--- src/rtl/svcs_frame_pkg.sv ---
// SVCS frame receiver shared definitions: frame type codes, header field
// positions, error codes and receive FSM state encoding.
// Optional feature macro used by importers: SVCS_FRAME_RX_CHKSUM_EN.
package svcs_frame_pkg;

  typedef enum logic [7:0] {
    SVCS_INT   = 8'h01,
    SVCS_REAL  = 8'h02,
    SVCS_INTV  = 8'h03,
    SVCS_REALV = 8'h04
  } svcs_type_e;

  localparam int HDR_TYPE_MSB = 31;
  localparam int HDR_TYPE_LSB = 24;
  localparam int HDR_CNT_MSB  = 15;
  localparam int HDR_CNT_LSB  = 0;

  typedef enum logic [1:0] {
    ERR_NONE   = 2'd0,
    ERR_TYPE   = 2'd1,
    ERR_COUNT  = 2'd2,
    ERR_CHKSUM = 2'd3
  } err_code_e;

  typedef enum logic [2:0] {
    ST_HDR,
    ST_INT_PAY,
    ST_REAL_LO,
    ST_REAL_HI,
    ST_CHK
  } rx_state_e;

  // Integer elements travel as 32-bit two's complement words.
  function automatic logic [63:0] sext32(input logic [31:0] w);
    return {{32{w[31]}}, w};
  endfunction

endpackage

--- src/rtl/svcs_out_reg.sv ---
// One-entry valid/ready holding register for a decoded element.
// Ports: load/in_* write side (only when ready), valid/data/is_real/idx/last
// read side, ready_out = space available (empty or draining this cycle).
module svcs_out_reg #(
  parameter int CNT_W = 9
) (
  input  logic             clk,
  input  logic             rst_n,
  input  logic             load,
  input  logic [63:0]      in_data,
  input  logic             in_is_real,
  input  logic [CNT_W-1:0] in_idx,
  input  logic             in_last,
  output logic             space,
  input  logic             ready,
  output logic             valid,
  output logic [63:0]      data,
  output logic             is_real,
  output logic [CNT_W-1:0] idx,
  output logic             last
);

  // Accepting while the held element drains gives back-to-back throughput.
  assign space = !valid || ready;

  always_ff @(posedge clk) begin
    if (!rst_n) begin
      valid   <= 1'b0;
      data    <= '0;
      is_real <= 1'b0;
      idx     <= '0;
      last    <= 1'b0;
    end else begin
      if (load) begin
        valid   <= 1'b1;
        data    <= in_data;
        is_real <= in_is_real;
        idx     <= in_idx;
        last    <= in_last;
      end else if (ready) begin
        valid <= 1'b0;
      end
    end
  end

endmodule

--- src/rtl/svcs_frame_rx.sv ---
// SVCS frame receiver: decodes 32-bit socket words into typed 64-bit elements.
// Ports: s_valid/s_ready/s_data word input; m_valid/m_ready/m_data/m_is_real/
// m_idx/m_last element output; frm_done/err/err_code status pulses; busy.
// Optional SVCS_FRAME_RX_CHKSUM_EN: trailing XOR checksum word checked in ST_CHK.
module svcs_frame_rx
  import svcs_frame_pkg::*;
#(
  parameter int MAX_LEN = 256,
  parameter int CNT_W   = $clog2(MAX_LEN + 1)
) (
  input  logic             clk,
  input  logic             rst_n,
  input  logic             s_valid,
  output logic             s_ready,
  input  logic [31:0]      s_data,
  output logic             m_valid,
  input  logic             m_ready,
  output logic [63:0]      m_data,
  output logic             m_is_real,
  output logic [CNT_W-1:0] m_idx,
  output logic             m_last,
  output logic             frm_done,
  output logic             err,
  output logic [1:0]       err_code,
  output logic             busy
);

  localparam logic [15:0] MAX_LEN_W = 16'(MAX_LEN);

  rx_state_e        state_q, state_d;
  logic [CNT_W-1:0] cnt_q, cnt_d;
  logic [CNT_W-1:0] idx_q, idx_d;
  logic [31:0]      lo_q, lo_d;
  err_code_e        err_code_q, code_now;
  logic             rdy_en_q;
`ifdef SVCS_FRAME_RX_CHKSUM_EN
  logic [31:0]      chk_q, chk_d;
`endif

  logic             accept;
  logic             out_space;
  logic             load;
  logic [63:0]      ld_data;
  logic             ld_real;
  logic             ld_last;
  logic             last_elem;
  logic [7:0]       hdr_type;
  logic [15:0]      hdr_cnt;
  logic             type_ok;
  logic             cnt_ok;
  logic             hdr_real;

  // Held low through reset and released one cycle after rst_n rises.
  always_comb begin
    s_ready = rdy_en_q;
    if (state_q == ST_INT_PAY || state_q == ST_REAL_LO || state_q == ST_REAL_HI) begin
      s_ready = rdy_en_q && out_space;
    end
  end

  assign accept    = s_valid && s_ready;
  assign hdr_type  = s_data[HDR_TYPE_MSB:HDR_TYPE_LSB];
  assign hdr_cnt   = s_data[HDR_CNT_MSB:HDR_CNT_LSB];
  assign last_elem = (idx_q + CNT_W'(1)) == cnt_q;
  assign busy      = state_q != ST_HDR;
  assign err_code  = err ? code_now : err_code_q;

  always_comb begin
    type_ok  = 1'b1;
    cnt_ok   = 1'b0;
    hdr_real = 1'b0;
    case (hdr_type)
      SVCS_INT:   cnt_ok = hdr_cnt == 16'd1;
      SVCS_REAL: begin
        cnt_ok   = hdr_cnt == 16'd1;
        hdr_real = 1'b1;
      end
      SVCS_INTV:  cnt_ok = hdr_cnt != 16'd0 && hdr_cnt <= MAX_LEN_W;
      SVCS_REALV: begin
        cnt_ok   = hdr_cnt != 16'd0 && hdr_cnt <= MAX_LEN_W;
        hdr_real = 1'b1;
      end
      default:    type_ok = 1'b0;
    endcase
  end

  always_comb begin
    state_d  = state_q;
    cnt_d    = cnt_q;
    idx_d    = idx_q;
    lo_d     = lo_q;
`ifdef SVCS_FRAME_RX_CHKSUM_EN
    chk_d    = chk_q;
`endif
    load     = 1'b0;
    ld_data  = '0;
    ld_real  = 1'b0;
    ld_last  = 1'b0;
    frm_done = 1'b0;
    err      = 1'b0;
    code_now = ERR_NONE;
    case (state_q)
      ST_HDR: begin
        if (accept) begin
          if (!type_ok) begin
            err      = 1'b1;
            code_now = ERR_TYPE;
          end else if (!cnt_ok) begin
            err      = 1'b1;
            code_now = ERR_COUNT;
          end else begin
            state_d = hdr_real ? ST_REAL_LO : ST_INT_PAY;
            cnt_d   = hdr_cnt[CNT_W-1:0];
            idx_d   = '0;
`ifdef SVCS_FRAME_RX_CHKSUM_EN
            chk_d   = s_data;
`endif
          end
        end
      end
      ST_INT_PAY, ST_REAL_HI: begin
        if (accept) begin
          load    = 1'b1;
          ld_real = state_q == ST_REAL_HI;
          ld_data = ld_real ? {s_data, lo_q} : sext32(s_data);
          ld_last = last_elem;
`ifdef SVCS_FRAME_RX_CHKSUM_EN
          chk_d   = chk_q ^ s_data;
`endif
          if (last_elem) begin
`ifdef SVCS_FRAME_RX_CHKSUM_EN
            state_d  = ST_CHK;
`else
            state_d  = ST_HDR;
            frm_done = 1'b1;
`endif
          end else begin
            idx_d   = idx_q + CNT_W'(1);
            state_d = ld_real ? ST_REAL_LO : ST_INT_PAY;
          end
        end
      end
      ST_REAL_LO: begin
        if (accept) begin
          lo_d    = s_data;
          state_d = ST_REAL_HI;
`ifdef SVCS_FRAME_RX_CHKSUM_EN
          chk_d   = chk_q ^ s_data;
`endif
        end
      end
`ifdef SVCS_FRAME_RX_CHKSUM_EN
      ST_CHK: begin
        if (accept) begin
          state_d = ST_HDR;
          if (s_data == chk_q) begin
            frm_done = 1'b1;
          end else begin
            err      = 1'b1;
            code_now = ERR_CHKSUM;
          end
        end
      end
`endif
      default: state_d = ST_HDR;
    endcase
  end

  always_ff @(posedge clk) begin
    if (!rst_n) begin
      state_q    <= ST_HDR;
      cnt_q      <= '0;
      idx_q      <= '0;
      lo_q       <= '0;
      err_code_q <= ERR_NONE;
      rdy_en_q   <= 1'b0;
`ifdef SVCS_FRAME_RX_CHKSUM_EN
      chk_q      <= '0;
`endif
    end else begin
      state_q  <= state_d;
      cnt_q    <= cnt_d;
      idx_q    <= idx_d;
      lo_q     <= lo_d;
      rdy_en_q <= 1'b1;
      if (err) begin
        err_code_q <= code_now;
      end
`ifdef SVCS_FRAME_RX_CHKSUM_EN
      chk_q    <= chk_d;
`endif
    end
  end

  svcs_out_reg #(
    .CNT_W(CNT_W)
  ) u_out_reg (
    .clk       (clk),
    .rst_n     (rst_n),
    .load      (load),
    .in_data   (ld_data),
    .in_is_real(ld_real),
    .in_idx    (idx_q),
    .in_last   (ld_last),
    .space     (out_space),
    .ready     (m_ready),
    .valid     (m_valid),
    .data      (m_data),
    .is_real   (m_is_real),
    .idx       (m_idx),
    .last      (m_last)
  );

endmodule

--- config.mk ---
export PLATFORM = sky130hd
export DESIGN_NAME = svcs_frame_rx
export DESIGN_NICKNAME = d
export VERILOG_FILES = /design/src/rtl/svcs_frame_pkg.sv /design/src/rtl/svcs_out_reg.sv /design/src/rtl/svcs_frame_rx.sv
export SDC_FILE = /design/constraint.sdc
export NUM_CORES = 1
export LEC_CHECK = 0
export BUFFER_PORTS_ARGS = -buffer_cell sky130_fd_sc_hd__buf_2
export CAP_MARGIN = 10
export CORE_ASPECT_RATIO = 0.6
export CORE_MARGIN = 2
export CORE_UTILIZATION = 50
export DETAILED_ROUTE_END_ITERATION = 10
export PLACE_DENSITY = 0.88
export SYNTH_ARGS = -nofsm -noshare
export SYNTH_HDL_FRONTEND = slang
export SYNTH_SLANG_ARGS = --single-unit
--- constraint.sdc ---
create_clock -name clk -period 2.2 [get_ports clk]
set_clock_uncertainty 0.05 [all_clocks]
set_input_delay 0.33 -clock clk [delete_from_list [all_inputs] [get_ports clk]]
set_output_delay 0.33 -clock clk [all_outputs]
set_load 0.005 [all_outputs]
# Word-level counts from Yosys, hierarchy flattened
# Cells that the tools add are included.
# totals
regBits	132
input_bits	36
word_cells	92
# classes
n_addsub	1
order_cmp	1
eq_ne	15
n_mux	43
reduce_logical	21
# ops
op	n
64-bit two-way mux	2
63-bit two-way mux	1
9-bit two-way mux	5
1-bit two-way mux	19
9-bit case mux with 2 select lines	1
16-bit by 1-bit equality test with 1-bit output (second input constant)	1
8-bit by 2-bit equality test with 1-bit output (second input constant)	2
16-bit by 9-bit less-or-equal comparator with 1-bit output (second input constant)	1
2-bit two-way mux	8
16-bit nonzero test	1
3-bit two-way mux	5
2-bit != test (second input constant)	6
9-bit by 1-bit adder with 9-bit output (second input constant)	1
9-bit equality test	1
3-bit case mux with 3 select lines	1
8-bit by 1-bit equality test with 1-bit output (second input constant)	1
8-bit by 3-bit equality test with 1-bit output (second input constant)	1
2-bit OR reduction	4
3-bit by 2-bit equality test with 1-bit output (second input constant)	2
6-bit AND reduction	1
5-bit AND reduction	1
4-bit AND reduction	1
2-bit nonzero test	2
4-bit OR reduction	1
8 further kinds	12

# Depth between registers and ports, before layout
# Gate-level depths: netlist of the first run.
# logic_depth
depth_word	8
ltp_mapped	8
mapped_depth_nobuf	7

# Hierarchy
# Synthesis of the first run repeated with hierarchy kept, for this count alone.
# hier_totals
cells_unflattened	758
area_unflattened_um2	6323.6
# by_module_without_submodules
module	instances	cells_each	area_each_um2	seq_area_each_um2
svcs_frame_rx	1	512	3408.3	1101.1
svcs_out_reg	1	246	2915.3	1521.5

# Worst setup path after synthesis of the first run
# Ideal clock, no wire load.
# synth_path
path_kind	register to register
startpoint	register idx_q[0]
endpoint	register idx_q[5]
setup_ns	0.121
arrival_ns	2.145
setup_slack_ns	-0.116
path_stages_with_launch	9
synth_period_minus_slack_ns	2.316
cell_sequence	dfxtp_1 ha_1 and3_1 and2_1 a2111oi_1 o2111a_2 buf_6 a2111oi_2 mux2_4
# synth_via
elab_chain_cells	4
elab_cells_between_ends	7
cone_classes	add/sub (1); eq/ne (2); mux (3); reduce/logical (1)
# synth_lines
element	line	text
start, declared	svcs_frame_rx.sv:32	logic [CNT_W-1:0] idx_q, idx_d;
start signal, assigned	svcs_frame_rx.sv:183	idx_q <= idx_d;
9-bit by 1-bit adder with 9-bit output *	svcs_frame_rx.sv:64, svcs_frame_rx.sv:138	
9-bit equality test or 9-bit two-way mux (tied branches)	svcs_frame_rx.sv:64, svcs_frame_rx.sv:130	
2-bit != test (no source line) or 9-bit two-way mux (tied branches)	-	
6-bit AND reduction (no source line) or 9-bit case mux with 2 select lines (tied branches)	-	
# Mark *: on every way between the ends. The rest lies on a longest branch, timed or not. The select of a mux whose other input is x is not followed.
# A chain may end at the register's enable or synchronous reset.

# Final worst setup path of the first run
# layout_path
startpoint	register idx_q[5]
endpoint	output port frm_done
# layout_via
elab_chain_cells	5
# layout_lines
element	line	text
9-bit by 1-bit adder with 9-bit output	svcs_frame_rx.sv:64	assign last_elem = (idx_q + CNT_W'(1)) == cnt_q;
9-bit equality test	svcs_frame_rx.sv:64	
1-bit two-way mux	svcs_frame_rx.sv:130	if (last_elem) begin
1-bit two-way mux	svcs_frame_rx.sv:122	if (accept) begin
1-bit two-way mux	svcs_frame_rx.sv:102	case (state_q)
end, declared	svcs_frame_rx.sv:22	output logic frm_done,
# Every way passes these cells.

==> results of run 1 <==
-- timing repair --
action	in CTS	in global routing
pin swaps	11	15
setup buffers	5	2
gates resized for setup	30	23
setup endpoints to repair	14	14
-- flip-flops by register name, indices dropped and copies added, names as in the netlist --
register,count
u_out_reg.data,64
lo_q,32
cnt_q,9
idx_q,9
u_out_reg.idx,9
err_code_q,2
state_q,2
rdy_en_q,1
u_out_reg.is_real,1
u_out_reg.last,1
u_out_reg.valid,1
-- cells in the mapped netlist (2+ instances only) --
library cell  count
a2111oi_0         3
a211oi_1          2
a21boi_0         31
a21boi_1         24
a21oi_1          41
a221oi_1          3
and2_1            5
and2b_2           2
and3_1            2
and4_1            3
buf_2             7
clkbuf_1         55
dfxtp_1         131
inv_1             6
mux2i_1           3
nand2_1         202
nand2b_1          3
nand3_1          49
nand3_2           2
nand3b_1          2
nand4_1           4
nor2_1            5
nor2b_1           3
nor3_1            4
nor3b_1           4
nor4_1            3
nor4b_1           3
o211a_1          63
o211ai_1          2
o21a_1            2
o2bb2ai_1         3
or2_1             4
xnor2_1           5
xor2_1            8
-- cells in the final DEF, fill, tap and decap left out, types with 4 or more instances in the layout --
cell type  count
xor2_1         7
nand2_1      200
dfxtp_1      126
buf_12         4
clkinv_4       4
a21boi_1      24
buf_2        113
inv_6          6
nand3_1       48
a21boi_0      31
nor2_1         5
a21oi_1       39
xnor2_1        4
a2111oi_4      5
clkbuf_16     17
inv_1          5
buf_6          7
buf_4         66
nand4_1        4
o211a_1       63
bufinv_16      4
-- power by group --
group / internal [W] / switching (W)
logic: 0.000108 / 0.000161
registers: 0.00237 / 0.00000107
clock network: 0.00193 / 0.00117
total: 0.00441 / 0.00134
-- per-stage QoR --
step                hold slack (ns)  util, %  cell area, um^2  setup slack (ns)  cells
finish                        0.119     68.3             8130            -0.425   1041
global route                  0.132     68.3             8130            -0.457   1041
CTS                           0.114     67.1             7990            -0.337   1040
detailed placement            0.396     60.2             7160            -0.208   1003
global placement              0.389     60.2             7160            -0.129   1003
floorplan                     0.308        -             6060            0.0205    718
-- tightest hold or removal path, delay by kind of cell --
kind	cells	cell delay, ns
compound gates	1	0.05
simple gates	1	0.05
buf+inv	1	0.12
-- cell type report --
class	count	area share, %
multi-input combinational	516	41.7
sequential	131	32.4
timing repair buffer	191	15.2
clock buffer	17	5.23
clock inverter	15	2.69
tap	165	2.54
inverter	6	0.277
-- how the worst min path moves through the flow --
stage | start | to | slack, ns | cells after the start
2_1_floorplan | rst_n | rdy_en_q | 0.31 | 0
3_3_place_gp | u_out_reg.last | u_out_reg.last | 0.39 | 2
3_5_place_dp | lo_q[9] | lo_q[9] | 0.40 | 2
4_1_cts | s_data[19] | lo_q[19] | 0.11 | 3
5_1_grt | s_data[19] | lo_q[19] | 0.13 | 3
6_report | s_data[19] | lo_q[19] | 0.12 | 3
-- kinds of logic (layout without fill, tap and decap cells) --
family / count (synthesis) / after routing
buffers and inverters: 71 / 229
AOI/OAI and AO/OA: 189 / 189
xor gates and xnor gates: 14 / 14
muxes: 5 / 5
adders and majority gates: 1 / 1
DFF: 131 / 131
and+or+nand+nor: 307 / 307
-- metal layers --
layer	vias up	share of wire, %	GRT usage (%)
li1	2803	-	-
met1	2858	44	39.2
met2	311	43	42.1
met3	28	11	7.30
met4	0	1.5	9.54
met5	-	0	0
==> impl_metrics.tcl, run 1 <==
set metrics [dict create \
    fin_crit_sh_pct 119 \
    avgSynthCellArea_um2 8.42 \
    leakagePower_nw 4.06 \
    synth_seq_cells 131 \
    endpoint "frm_done" \
    track_usage_pct 27.9 \
    start_util_pct 50.8 \
    cp.required_ns 1.82 \
    path_class "reg2out" \
    fin_tns_setup_ns -2.23 \
    drt_pass1_iterations 5 \
    syn_to_final_growth_pct 34.5 \
    clock_latency_ns 0.42 \
    gp_congestion 0.926 \
    die_x_um 146 \
    fp.coreArea_um2 11900 \
    reg2regPathDepth 8 \
    path_depth 7 \
    synth_xor_area_share_pct 2.34 \
    h-tree-depth 4 \
    status "finished, violations left" \
    die_h_um 89.2 \
    ys_warn_count 0 \
    power_w 0.00575 \
    crit_fanout 4 \
    via_per_inst 5.76 \
    min_period_ns 2.62 \
    die_area_um2 13000 \
    synth_top_area_share_pct 43.4 \
    rows 31 \
    cts_buffer_depth 2 \
    drt_iter0_drc 558 \
    worstPathCellList "and4_2 -> a21oi_1 -> a2111oi_4 -> o2111a_2 -> nand3_4 -> inv_2 -> buf_2" \
    syn_area_um2 6050 \
    cp-start-kind "register" \
    drt-total-wl_mm 18.6 \
    antenna_found_initial 0 \
    cts-root-buf "clkbuf_16" \
    cpMaxStageDelayCell "dfxtp_1" \
    rsz0062_at_grt "true" \
    violations "negative setup slack" \
    nFillCells 912 \
    synth_fa_ha_area_share_pct 0.207 \
    yosysSeqAreaShare_pct 43.4 \
    crit_path_start "idx_q[5]" \
    synthDistinctLibCells 63 \
    cp.arrival_ns 2.24 \
    ir_worst_vdd_uv 502 \
    grt_max_degree 119 \
    synth_edf_count 0 \
    yosys.area_share.simple_pct 22.9 \
    drive_gt1_share_pct 30.6 \
    clock_sinks 131 \
    cts_tree "built" \
    synth_cells 718 \
    synth_compound_area_share_pct 25.5 \
    port_buffers 117 \
    wl_per_cell_um 17.9 \
    overflow 0 \
    drv_slew 0 \
    drc_errors 0 \
    clkTransAtPathRegs_ns 0.07 \
    timing.rr.end "idx_q[0]" \
    tightest_slew_ns 0.647 \
    fmax_mhz 381 \
    yosys_most_used_dff "dfxtp_1" \
    syn_nets 755 \
    multiInputGateArea_um2 3390 \
    synthArstFlopShare_pct 0 \
    cp-end-kind "output pin" \
    path_delay_family "compound AO/OA/AOI/OAI gates" \
    layout_setup_ws_ns -0.425 \
    pin_count 118 \
    cts_buffers 17 \
    synth_top_family_by_area "compound AO/OA/AOI/OAI gates" \
    cts_hold_buf 0 \
    ant_nets 0 \
    max_slew_margin_pct 56.9 \
    p_per_area_nw_per_um2 707 \
    max_stage_delay_ns 0.42 \
    ff_latch_area_um2 2630 \
    dpl.hpwl_mm 11.8 \
    setup_viol 14 \
    final_nets 900 \
    synthMuxAreaShare_pct 0.931 \
    diodes 0 \
    critical_path_buf_inv_count 2 \
    grt_pass1_wl_mm 28.2 \
    cap_violations 0 \
    hold_class "in2reg" \
    yosysTopAreaCell "dfxtp_1" \
    r2r_start "idx_q[5]" \
    num_vias 6000 \
    r2r_slack_ns -0.22 \
    synth_area_leaders "dfxtp_1 (43%), nand2_1 (13%), o211a_1 (10%)" \
    grt_pass1_vias 5359 \
    hold_viol 0 \
]
Power figures use the tool's default switching activity.
==> inputs of run 2 (changes only) <==
--- a/config.mk
+++ b/config.mk
@@ -5,13 +5,14 @@
 export SDC_FILE = /design/constraint.sdc
 export NUM_CORES = 1
 export LEC_CHECK = 0
+export ABC_AREA = 1
 export BUFFER_PORTS_ARGS = -buffer_cell sky130_fd_sc_hd__buf_2
 export CAP_MARGIN = 10
 export CORE_ASPECT_RATIO = 0.6
 export CORE_MARGIN = 2
 export CORE_UTILIZATION = 50
 export DETAILED_ROUTE_END_ITERATION = 10
-export PLACE_DENSITY = 0.88
+export PLACE_DENSITY = 0.89
 export SYNTH_ARGS = -nofsm -noshare
 export SYNTH_HDL_FRONTEND = slang
 export SYNTH_SLANG_ARGS = --single-unit
==> run 2 against run 1 <==
  * The flow still finishes with violations (negative setup slack)
  * Design area fell by 9.3%
  * Routed wire length fell by 1.7%
  * Combinational power fell by 19%
  * Utilization fell by 3.2 points
  * First-iteration DRC count rose by 23%
  * Highest routed layer unchanged
==> impl_metrics.tcl, run 2 <==
set metrics [dict create \
    dpl.hpwl_mm 11.3 \
    yosysTopAreaCell "dfxtp_1" \
    grt_max_degree 43 \
    drt-total-wl_mm 18.3 \
    ir_worst_vdd_uv 582 \
    cp.required_ns 1.82 \
    status "finished, violations left" \
    ant_nets 0 \
    synthArstFlopShare_pct 0 \
    cp-start-kind "register" \
    synth_top_area_share_pct 45.0 \
    via_per_inst 5.64 \
    layout_setup_ws_ns -0.289 \
    overflow 0 \
    tightest_slew_ns 0.544 \
    min_period_ns 2.49 \
    layout_commonest_cell "nand2_1" \
    grt_pass1_wl_mm 26.9 \
    drt_iter0_drc 689 \
    yosysMostFrequentCell "nand2_1" \
    syn_to_final_growth_pct 26.7 \
    start_util_pct 51.4 \
    crit_fanout 4 \
    num_vias 6102 \
    fmax_mhz 402 \
    cap_violations 0 \
    path_class "reg2out" \
    synth_edf_count 0 \
    largest-register "u_out_reg.data" \
    clock_sinks 131 \
    synth_cells 790 \
    drive_gt1_share_pct 27.5 \
    path_common_cell "nor2_4" \
    drc_errors 0 \
    leakagePower_nw 3.10 \
    cts_tree "built" \
    synth_area_leaders "dfxtp_1 (45%), nand2_1 (9.1%), o21ai_0 (7.4%)" \
    antenna_found_initial 0 \
    drt_pass1_iterations 6 \
    fin_util_pct 65.1 \
    cpMaxStageDelayCell "dfxtp_4" \
    die_x_um 143 \
    h-tree-depth 4 \
    hold_class "in2reg" \
    fin_crit_sh_pct 113 \
    pin_count 118 \
    hold_viol 0 \
    synth_common_cells "nand2_1 (141), dfxtp_1 (131), o21ai_0 (86)" \
    die_h_um 87.6 \
    ys_warn_count 0 \
    avgSynthCellArea_um2 7.37 \
    rsz0062_at_grt "true" \
    track_usage_pct 27.7 \
    violations "negative setup slack" \
    worstPathCellList "buf_4 -> xor2_1 -> nand2_2 -> nor2_2 -> nand3_2 -> nor2_4 -> nand3_4 -> nor2_4 -> buf_2" \
    synthDistinctLibCells 35 \
    cts_buffers 17 \
    reg_top3 "u_out_reg.data x64, lo_q x32" \
    die_area_um2 12600 \
    clkTransAtPathRegs_ns 0.06 \
    diodes 0 \
    final_nets 946 \
    yosysSeqAreaShare_pct 45.0 \
    power_w 0.00517 \
    setup_viol 9 \
    port_buffers 117 \
    yosys_most_used_dff "dfxtp_1" \
    final_cell_area_um2 7380 \
    cp-end-kind "output pin" \
    nFillCells 948 \
    synth_seq_cells 131 \
    cts-root-buf "clkbuf_16" \
    gp_congestion 0.899 \
    max_slew_margin_pct 63.5 \
    p_per_area_nw_per_um2 701 \
    ff_latch_area_um2 2640 \
    syn_area_um2 5820 \
    multiInputGateArea_um2 2740 \
    clock_latency_ns 0.42 \
    max_stage_delay_ns 0.36 \
    largest_reg_flops 64 \
    final_cell_mix "nand2_1 (134), dfxtp_1 (126), buf_2 (117)" \
    grt_pass1_vias 5376 \
    fin_tns_setup_ns -0.675 \
    syn_nets 827 \
    wl_per_cell_um 16.9 \
    drv_slew 0 \
    dpl-instance-area_um2 6630 \
    rows 30 \
    cts_buffer_depth 2 \
    fp.coreArea_um2 11300 \
    cp.arrival_ns 2.11 \
]
run 2: changes by cell type after synthesis, moves of 18 or more:
cell      delta
o21ai_0     +85
inv_1       +77
o211a_1     -63
nand2_1     -61
nor2_1      +50
a31oi_1     +41
a21boi_0    -31
a21oi_1     +28
a211oi_1    +26
a21boi_1    -24
clkbuf_1    -20
nand3_1     -18
run 2: where the power goes:
group          switching [W]  internal (W)  total (W)
Sequential       0.000000695       0.00237    0.00237
Clock                0.00105       0.00153    0.00258
Combinational       0.000150     0.0000679   0.000218
Total                0.00120       0.00397    0.00517
run 2: routing by layer:
| metal | global-route usage [%] | vias to the layer above | part of all wire, % |
|---|---|---|---|
| li1 | - | 2858 | - |
| met1 | 39.5 | 2759 | 43 |
| met2 | 40.5 | 401 | 41 |
| met3 | 7.38 | 84 | 13 |
| met4 | 10.2 | 0 | 3.9 |
| met5 | 0 | - | 0 |
run 2: cell type report:
type,instances,area share (%)
sequential,131,35.7
multi-input combinational,512,37.2
timing repair buffer,152,12.3
clock inverter,11,1.20
clock buffer,20,5.92
tap,160,2.71
inverter,95,4.88
run 2: path summary, 6_finish.rpt:
| path | from | to | slack (ns) | cells past startpoint |
|---|---|---|---|---|
| worst min-delay path | s_data[23] | u_out_reg.data[55] | 0.15 | 3 |
| worst max-delay path | idx_q[0] | frm_done | -0.29 | 9 |
| worst max register to register | idx_q[0] | idx_q[2] | -0.09 | 14 |
| worst min register to register | lo_q[22] | lo_q[22] | 0.39 | 2 |
run 2: critical path: cells and delay by family, from the launching register on:
family / cells / cell delay [ns]
buffers and inverters: 2 / 0.27
DFF: 1 / 0.36
xor gates and xnor gates: 1 / 0.29
and+or+nand+nor: 6 / 0.77
run 2: cell families after synthesis:
family	synth area share (%)
compound gates	22.5
xor+xnor	0.602
fa+ha+maj	0.215
buf+inv	10.5
flops	45.0
simple gates	21.2
run 2: timing repair:
item | in CTS | in global routing
buffers inserted | 4 | 4
hold buffers | 0 | 0
gates cloned | 0 | 1
setup endpoints to repair | 10 | 13
gates resized for setup | 17 | 21
pin swaps | 4 | 7
run 2: metrics by stage:
stage / cells / hold slack [ns] / setup WS [ns]
2_1_floorplan: 790 / 0.308 / 0.238
3_3_place_gp: 1041 / 0.382 / 0.0568
3_5_place_dp: 1041 / 0.386 / -0.0167
4_1_cts: 1076 / 0.145 / -0.0866
5_1_grt: 1081 / 0.155 / -0.282
6_report: 1081 / 0.152 / -0.289
==> inputs of run 3 (changes only) <==
--- a/config.mk
+++ b/config.mk
@@ -10,9 +10,9 @@
 export CAP_MARGIN = 10
 export CORE_ASPECT_RATIO = 0.6
 export CORE_MARGIN = 2
-export CORE_UTILIZATION = 50
+export CORE_UTILIZATION = 55
 export DETAILED_ROUTE_END_ITERATION = 10
-export PLACE_DENSITY = 0.89
+export PLACE_DENSITY = 0.92
 export SYNTH_ARGS = -nofsm -noshare
 export SYNTH_HDL_FRONTEND = slang
 export SYNTH_SLANG_ARGS = --single-unit
==> constraint.sdc (replaced) <==
create_clock -name clk -period 2.3 [get_ports clk]
set_clock_uncertainty 0.05 [all_clocks]
set_input_delay 0.345 -clock clk [delete_from_list [all_inputs] [get_ports clk]]
set_output_delay 0.345 -clock clk [all_outputs]
set_load 0.005 [all_outputs]
==> run 3 against run 2 <==
  * The flow still finishes with violations (negative setup slack)
  * Power up 0.46%
  * Flip-flop and latch count unchanged
  * Setup slack better by 0.17 ns
  * Utilization up 5.3 points
  * First-iteration DRC count up 3.8%
  * Routed wire length down 0.52%
  * Global-route usage up 2.4 points
  * Largest cell class unchanged
  * Largest power group unchanged
==> impl_metrics.tcl, run 3 (same netlist as run 2, synthesis figures left out) <==
set metrics [dict create \
    fin_crit_sh_pct 105 \
    drv_slew 0 \
    crit_fanout 6 \
    tightest_slew_ns 0.691 \
    cts_tree "built" \
    dr_wl_met2_mm 7.70 \
    drt-total-wl_mm 18.2 \
    whs_ns 0.166 \
    start_util_pct 55.7 \
    drc_errors 0 \
    layout_commonest_cell "nand2_1" \
    gp_congestion 0.981 \
    cts_buffer_depth 2 \
    cp-start-kind "register" \
    placedCellCount 1013 \
    diodes 0 \
    timing.rr.end "u_out_reg.data[4]" \
    cp.arrival_ns 2.02 \
    max_slew_margin_pct 53.7 \
    top_layer "met4" \
    grt_max_degree 55 \
    h-tree-depth 4 \
    crit_path_start "idx_q[0]" \
    clkTransAtPathRegs_ns 0.05 \
    rsz0062_at_grt "true" \
    wl_met3_mm 2.15 \
    die_h_um 83.7 \
    syn_to_final_growth_pct 26.3 \
    cap_violations 0 \
    port_buffers 117 \
    num_vias 6131 \
    fp.coreArea_um2 10500 \
    hold_viol 0 \
    final_cell_mix "nand2_1 (132), dfxtp_1 (126), buf_2 (117)" \
    layout_setup_ws_ns -0.115 \
    largest_reg_flops 64 \
    r2r_slack_ns -0.01 \
    grt_pass1_vias 5447 \
    cp.required_ns 1.90 \
    die_area_um2 11500 \
    hold_class "in2reg" \
    clock_latency_ns 0.42 \
    p_per_area_nw_per_um2 706 \
    leakagePower_nw 3.11 \
    track_usage_pct 30.1 \
    ant_nets 0 \
    cts_buffers 17 \
    cts_hold_buf 0 \
    die_x_um 137 \
    r2r_start "state_q[1]" \
    reg_top3 "u_out_reg.data x64, lo_q x32" \
    multiInputGateArea_um2 2700 \
    pin_count 118 \
    setup_viol 2 \
    via_per_inst 5.81 \
    drt_iter0_drc 715 \
    nFillCells 771 \
    wl_met1_mm 7.73 \
    grt_pass1_wl_mm 27.0 \
    violations "negative setup slack" \
    antenna_found_initial 0 \
    layoutNonFillerInstCount 1055 \
    dpl.hpwl_mm 11.3 \
    status "finished, violations left" \
    ir_worst_vdd_uv 560 \
    ff_latch_area_um2 2640 \
    endpoint "frm_done" \
    clock_sinks 131 \
    fin_tns_setup_ns -0.129 \
    wl_per_cell_um 17.3 \
    largest-register "u_out_reg.data" \
    reg2regPathDepth 10 \
    overflow 0 \
    final_nets 942 \
    fmax_mhz 414 \
    cts-root-buf "clkbuf_16" \
    drt_pass1_iterations 7 \
    drive_gt1_share_pct 26.5 \
    rows 29 \
    path_class "reg2out" \
    min_period_ns 2.42 \
    cp-end-kind "output pin" \
]
[run 3: cell count changes in the layout (fill, tap and decap cells not counted), sizes merged]
cell,change
clkbuf,+7
clkinv,-7
buf,-4
bufinv,+1
clkinvlp,-1
inv,-1
[run 3: repair_timing]
action | 4_1_cts | 5_1_grt
endpoints found under the setup margin | 4 | 10
pin swaps | 5 | 11
resized for setup | 15 | 18
buffers inserted | 3 | 8
gates cloned | 0 | 1
[run 3: metal layers]
| metal | global-route usage, % | up-vias |
|---|---|---|
| met2 | 43.9 | 388 |
| met5 | 0 | - |
| met1 | 41.6 | 2813 |
| li1 | - | 2847 |
| met3 | 9.59 | 83 |
| met4 | 11.2 | 0 |
[run 3: worst min path at each step]
stage / slack (ns) / from / cells after the start / end
6_report: 0.17 / s_data[23] / 3 / u_out_reg.data[23]
5_1_grt: 0.18 / s_data[18] / 3 / u_out_reg.data[50]
4_1_cts: 0.16 / s_data[23] / 3 / u_out_reg.data[23]
3_5_place_dp: 0.38 / lo_q[27] / 2 / lo_q[27]
3_3_place_gp: 0.38 / lo_q[26] / 2 / lo_q[26]
2_1_floorplan: 0.32 / rst_n / 0 / rdy_en_q
[run 3: per-stage QoR]
| stage | setup WS, ns | utilization (%) | power (W) | cell area, um^2 |
|---|---|---|---|---|
| 2_1_floorplan | 0.338 | - | 0.00241 | 5820 |
| 3_3_place_gp | 0.195 | 62.8 | 0.00251 | 6560 |
| 3_5_place_dp | 0.0796 | 62.8 | 0.00251 | 6560 |
| 4_1_cts | -0.0162 | 69.1 | 0.00517 | 7220 |
| 5_1_grt | -0.214 | 70.4 | 0.00531 | 7360 |
| 6_report | -0.115 | 70.4 | 0.00519 | 7360 |
[run 3: layout make-up]
cell class | instances | area share [%]
sequential | 131 | 35.9
clock buffer | 27 | 7.11
tap | 139 | 2.36
timing repair buffer | 148 | 12.1
clock inverter | 3 | 0.918
inverter | 95 | 4.90
multi-input combinational | 512 | 36.7
[run 3: critical path, cell delays in order (launching register included)]
cell and delay (ns):
dfxtp_4 0.39, ha_4 0.20, nand3_4 0.13, o21ai_2 0.15, nand2_1 0.09, nand2_1 0.08, nand2_1 0.08, nor2_2 0.15
nand3_4 0.09, nor2_4 0.11, buf_2 0.12
[run 3: where the power goes]
group	switching [W]	total, W	internal (W)
registers	0.000000842	0.00227	0.00227
logic	0.000148	0.000216	0.0000683
clock network	0.000950	0.00271	0.00176
total	0.00110	0.00519	0.00409
